<file path="src/rtl/uart_tx.sv">
// uart_tx: serialises a latched byte as start, LSB-first data, optional parity and stop bits,
// each bit held for Prescale cycles (a Prescale of 0 behaves as 1).
module uart_tx #(
  parameter int DATA_WIDTH = 8
) (
  input  logic                  CLK,
  input  logic                  Reset,
  input  logic [DATA_WIDTH-1:0] P_Data,
  input  logic                  Data_valid,
  input  logic                  Parity_EN,
  input  logic                  Parity_type,
  input  logic [4:0]            Prescale,
  output logic                  S_Data,
  output logic                  busy
);
  localparam int BW = DATA_WIDTH > 1 ? $clog2(DATA_WIDTH) : 1;
  typedef enum logic [2:0] {IDLE, START, DATA, PARITY, STOP} state_t;
  state_t                state_q, state_d;
  logic [4:0]            cnt_q, cnt_d, pre_q, pre_d;
  logic [BW-1:0]         bit_q, bit_d;
  logic [DATA_WIDTH-1:0] data_q, data_d;
  logic                  pen_q, pen_d, pty_q, pty_d, s_q, s_d, busy_q, busy_d;
  logic                  last;
  // a latched prescale of 0 ends every bit after one cycle
  assign last = (pre_q == 5'd0) || (cnt_q == pre_q - 5'd1);
  always_comb begin
    state_d = state_q;
    cnt_d   = cnt_q;
    bit_d   = bit_q;
    data_d  = data_q;
    pen_d   = pen_q;
    pty_d   = pty_q;
    pre_d   = pre_q;
    if (state_q == IDLE) begin
      if (Data_valid) begin
        state_d = START;
        data_d  = P_Data;
        pen_d   = Parity_EN;
        pty_d   = Parity_type;
        pre_d   = Prescale;
        cnt_d   = 5'd0;
        bit_d   = '0;
      end
    end else begin
      cnt_d = last ? 5'd0 : cnt_q + 5'd1;
      if (last) begin
        case (state_q)
          START:   state_d = DATA;
          DATA: begin
            bit_d = bit_q + 1'b1;
            if (bit_q == BW'(DATA_WIDTH - 1)) state_d = pen_q ? PARITY : STOP;
          end
          PARITY:  state_d = STOP;
          default: state_d = IDLE;
        endcase
      end
    end
    // output is registered from the next state so the line moves only at bit boundaries
    s_d    = state_d == START  ? 1'b0 :
             state_d == DATA   ? data_d[bit_d] :
             state_d == PARITY ? (^data_q) ^ pty_q : 1'b1;
    busy_d = state_d != IDLE;
  end
  always_ff @(posedge CLK or posedge Reset) begin
    if (Reset) begin
      state_q <= IDLE;
      cnt_q   <= 5'd0;
      bit_q   <= '0;
      data_q  <= '0;
      pen_q   <= 1'b0;
      pty_q   <= 1'b0;
      pre_q   <= 5'd0;
      s_q     <= 1'b1;
      busy_q  <= 1'b0;
    end else begin
      state_q <= state_d;
      cnt_q   <= cnt_d;
      bit_q   <= bit_d;
      data_q  <= data_d;
      pen_q   <= pen_d;
      pty_q   <= pty_d;
      pre_q   <= pre_d;
      s_q     <= s_d;
      busy_q  <= busy_d;
    end
  end
  assign S_Data = s_q;
  assign busy   = busy_q;
endmodule

</file>
<file path="config.mk">
export PLATFORM = sky130hd
export DESIGN_NAME = uart_tx
export DESIGN_NICKNAME = d
export VERILOG_FILES = /design/src/rtl/uart_tx.sv
export SDC_FILE = /design/constraint.sdc
export NUM_CORES = 1
export LEC_CHECK = 0
export CELL_PAD_IN_SITES_DETAIL_PLACEMENT = 1
export CELL_PAD_IN_SITES_GLOBAL_PLACEMENT = 2
export CORE_UTILIZATION = 32
export DETAILED_ROUTE_END_ITERATION = 8
export GPL_TIMING_DRIVEN = 0
export PLACE_DENSITY_LB_ADDON = 0.1
export SLEW_MARGIN = 20
export SYNTH_ARGS = -nofsm -noshare
export SYNTH_HDL_FRONTEND = slang
export SYNTH_SLANG_ARGS = --single-unit
</file>
<file path="constraint.sdc">
create_clock -name CLK -period 2.55 [get_ports CLK]
set_input_delay 0.255 -clock CLK [delete_from_list [all_inputs] [get_ports CLK]]
set_output_delay 0.255 -clock CLK [all_outputs]
set_load 0.005 [all_outputs]
</file>
After elaboration in Yosys (flattened, before gate mapping)
Index checks and enable logic that the tools add are counted.

Add/sub/neg operators: 3. Multipliers: 0. Div/mod/pow operators: 0. Magnitude comparators: 1. Equality and inequality tests: 9. Shift operators: 0. Multiplexer cells: 20. Bitwise gates (word level): 1. Reductions and logical operators: 6.

Operator list (number): $mux 3 (9); $mux 8 (2); $mux 5 (3); $eq 3x2->1 const B (4); $pmux 3 s3 (1); $reduce_xor 8->1 (1); $eq 3x1->1 const B (2); $add 5x1->5 const B (1); $eq 5x5->1 (1); $logic_not 5->1 (1); $sub 5x1->5 const B (1); $lt 3x4->1 const B (1); $mux 1 (4); $add 3x1->3 const B (1); $bmux 1 s3 (1); $eq 3x3->1 const B (1); $logic_not 3->1 (1); $reduce_bool 3->1 (1); $ne 2x2->1 const B (1); $reduce_and 2->1 (1); $logic_or 1x1->1 (1); $xor 1x1->1 (1).

Register bits after elaboration: 28. Bits in latches: 0. Bits in writable memories: 0. Memory bits (read-only): 0. Input port bits: 18. Logic and storage cells: 49. Memories: 0.

Depth between registers and ports, before layout
Depth after elaboration: 9. Depth in mapped cells: 11.

Worst setup path after synthesis
Ideal clock, no wire load.

Path type: reg-to-reg. From: register pre_q[0]. To: register s_q, in the netlist S_Data. Library setup time: 0.095 ns. Data arrival time: 2.505 ns. Slack: -0.050 ns. Stages on the path, launching flop included: 12. Buffers on the path: 1. Clock period less this slack: 2.600 ns. Path through: dfrtp_1 -> inv_1 -> ha_1 -> or3b_1 -> and3_1 -> o211ai_1 -> and2_1 -> buf_6 -> a311o_1 -> mux2_4 -> o211ai_1 -> a41oi_1.

Word-level cells in the longest chain between the ends: 9. Elaborated cells on any way between the ends: 16.

Ends and longest elaborated chain: start: declaration (RTL line 19) `logic [4:0] cnt_q, cnt_d, pre_q, pre_d;`; start signal: assignment (RTL line 82) `pre_q <= pre_d;`; $sub 5x1->5 (RTL line 25) `assign last = (pre_q == 5'd0) || (cnt_q == pre_q - 5'd1);`; $eq 5x5->1 (RTL line 25); $logic_or 1x1->1 * (RTL line 25); $mux 3 * (RTL line 46) `if (last) begin`; $mux 3 * (RTL line 34) `if (state_q == IDLE) begin`; named net bit_d[2] (RTL line 20) `logic [BW-1:0] bit_q, bit_d;`; $bmux 1 s3 * (RTL line 60) `state_d == DATA ? data_d[bit_d] :`; $mux 1 (not written as such) * (RTL line 60); $mux 1 * (RTL line 60); $mux 1 * (RTL line 59) `s_d = state_d == START ? 1'b0 :`; named net s_d (RTL line 22) `logic pen_q, pen_d, pty_q, pty_d, s_q, s_d, busy_q, busy_d;`; end signal: assignment (RTL line 73) `s_q <= 1'b1;`; end signal: assignment (RTL line 83) `s_q <= s_d;`; end: declaration (RTL line 22).

The timed path passes the listed nets; every way through them passes the cells marked *. The select of a mux whose other input is x is not followed. A chain may end at the register's enable or synchronous reset.

Worst setup path in the final report
From: register pre_q[1]. To: register s_q, in the netlist S_Data.

Same word-level chain as after synthesis.

==> reports/qor.txt <==
Post-Syn Instances - 146
Insertion delay to the later sink of the worst-skew pair - 280 ps
Hold Slack - 370 ps
Most frequent cells in the layout - 27 x dfrtp_1, 19 x clkdlybuf4s50_1, 14 x mux2_2, 12 x nand2_1, 12 x o21ai_0
Pwr/cell area - 1440 nW/um^2
Internal power - 0.00174 W
Syn-to-layout area delta - 27.2%
Total of max-cap violations - 0
Failing checks - setup timing
Number of H-tree levels - 1
Largest net degree at the start of global routing - 29
Unrepaired setup endpoints after global routing - yes
Worst-path maximum fanout - 4
GRT Util Overall - 0.160
DR vias - 1173
GRT overflow - 0
Port Buffers - 19
Crit path capture type - flip-flop
Setup Skew - 5.11 ps
Final Hold Fails - 0
Yosys reg bits - 28
HP Class - in2async
WP buf/inv - 2
Sw power - 0.00109 W
Clock share of power - 0.125
Initial DRC count - 60
Routed Antenna Nets - 0
Setup ws final - -130 ps
Routed len/inst - 16.0 um
Period utilization - 1.05
Seq/Total Area, Yosys - 0.454
Mapped cell area - 1550 um^2
Clock slew seen by the registers of the worst setup and hold paths - 100 ps
TritonCTS clock tree - yes
Most used DFF post-synth - dfrtp_1
Max clock buf depth - 2
Root buffer cell - clkbuf_8
GP Congestion - 0.801
Nets - 200
Peak VDD IR - 0.000692 V
Critical path required time - 2740 ps
Most common cell after layout, fill and taps aside - dfrtp_1
Status - complete, but fails checks
Setup TNS - -208 ps
Cells along the critical path - inv_2 > ha_4 > or3b_4 > and3_1 > o211ai_1 > buf_4 > a21oi_1 > a311o_1 > mux2_4 > o211ai_1 > a41oi_1
CTS Buf Count - 3
DP HPWL - 2710 um
Wirelength, routed - 3670 um
Finish-stage setup viols - 2
Warnings, synthesis - 0
Levels on crit path - 11
Initial Util - 0.344
Vias per std cell - 5.12
Number of global-route vias before repair - 1331
Slew headroom - 0.427
Worst setup path startpoint - pre_q[1]
Crit Path Class - reg2reg
Post-layout minimum cycle time - 2680 ps
Core Region - 4500 um^2
FF-to-FF Start - pre_q[1]
Flop pwr share - 0.297
Pleak - 0.797 nW
Rows - 24
Syn_nets - 168
Reg2Reg Depth - 11
Die area - 5120 um^2
Die width - 71.5 um
F_max - 373 MHz
Avg Cell Area, Syn - 10.6 um^2
Final slew viol count - 0
Clock tree sinks - 28
Max incr delay on CP - 400 ps
Layout cells sized above 1 - 0.226
Net Sw Frac - 0.386
Worst slew pin tran - 852 ps
First-pass GRT wire length - 6300 um
Most used cell, CP - o211ai_1
Die height - 71.5 um
Crit path launch type - flip-flop
# DRC - 0
Antenna cell count - 0
WP data arrival - 2870 ps
Asr flop ratio synth - 1.00
Crit-path leading delay family - compound AO/OA/AOI/OAI gates
Unique cell type count in the Yosys netlist - 38
Gate power share - 0.578
Crit-path slowest cell - dfrtp_1
Num ports - 20
EDFF count, synth - 0
Drt pass-1 iters - 2
Initial antenna violation count - 0
worst reg2reg max path: cells and delay by family, from the launching register on:
family / cells / cell delay, ps
AOI/OAI and AO/OA: 5 / 950
adders and majority gates: 1 / 130
buffers and inverters: 2 / 250
DFF: 1 / 400
muxes: 1 / 330
and+or+nand+nor: 2 / 540
synthesized netlist by cell type, types with 2 or more instances:
cell type	n	area share
a21oi_1	4	0.013
a31oi_1	2	0.0081
and2_1	4	0.016
and3b_1	2	0.011
clkbuf_1	3	0.0073
dfrtp_1	27	0.44
ha_1	4	0.032
inv_1	7	0.017
mux2_2	14	0.10
nand2_1	12	0.029
nand2b_1	4	0.016
nand3_1	4	0.013
nor2_1	5	0.012
nor2b_1	2	0.0081
nor3_1	3	0.0097
o211ai_1	2	0.0097
o21ai_0	13	0.042
o31ai_1	2	0.0097
or3b_1	2	0.011
xnor2_1	11	0.062
xor2_1	2	0.011
final cells by class:
cell class	instances	area, um^2
sequential	28	702
clock buffer	3	41.3
timing repair buffer	27	250
multi-input combinational	107	831
tap	52	65.1
inverter	7	26.3
clock inverter	1	30.0
fill	490	2540
buffer	4	22.5
repair_timing:
| action | in CTS | in global routing |
|---|---|---|
| hold buffers | 0 | 0 |
| resized for setup | 6 | 2 |
| endpoints found under the setup margin | 2 | 4 |
| buffers inserted | 8 | 0 |
| pin swaps | 9 | 5 |
state kept, by name (all words and copies together) (netlist names):
signal,flops
data_q,8
cnt_q,5
pre_q,5
bit_q,3
state_q,3
S_Data,1
busy,1
pen_q,1
pty_q,1
stage by stage:
step | std cells | util | setup slack, ps | cell area (um^2) | total power, W
after global placement | 217 | 0.401 | -339 | 1810 | 0.00226
after detailed placement | 217 | 0.401 | -358 | 1810 | 0.00231
after CTS | 229 | 0.435 | -160 | 1960 | 0.00285
after floorplan | 146 | - | -36.4 | 1550 | 0.00193
after global routing | 229 | 0.437 | -264 | 1970 | 0.00305
final | 229 | 0.437 | -130 | 1970 | 0.00284
worst paths after layout:
kind	slack, ps	endpoint
setup / recovery	-130	S_Data
hold / removal	370	pty_q
setup reg to reg	-130	S_Data
hold reg to reg	540	cnt_q[4]
max in group asynchronous	1770	cnt_q[4]
min in group CLK	530	pre_q[1]
cells by family after synthesis:
family          synth area share
fa+ha+maj                 0.0323
simple gates               0.155
flops                      0.454
buf+inv                   0.0315
xor+xnor                  0.0889
compound gates             0.120
mux                        0.118
power groups by stage:
stage	logic (W)	clock network, W	registers [W]
2_1_floorplan	0.00112	0	0.000808
3_3_place_gp	0.00141	0	0.000851
3_5_place_dp	0.00145	0	0.000864
4_1_cts	0.00162	0.000373	0.000850
5_1_grt	0.00179	0.000383	0.000876
6_report	0.00164	0.000354	0.000844
layer usage:
metal,wire length (um),global-route usage,share of wire
met5,0,0,0
met1,1680,0.193,0.46
met2,1890,0.298,0.51
met3,67,0.0211,0.018
met4,37,0.0458,0.010
Note: power is estimated with default switching activity, not from simulation.
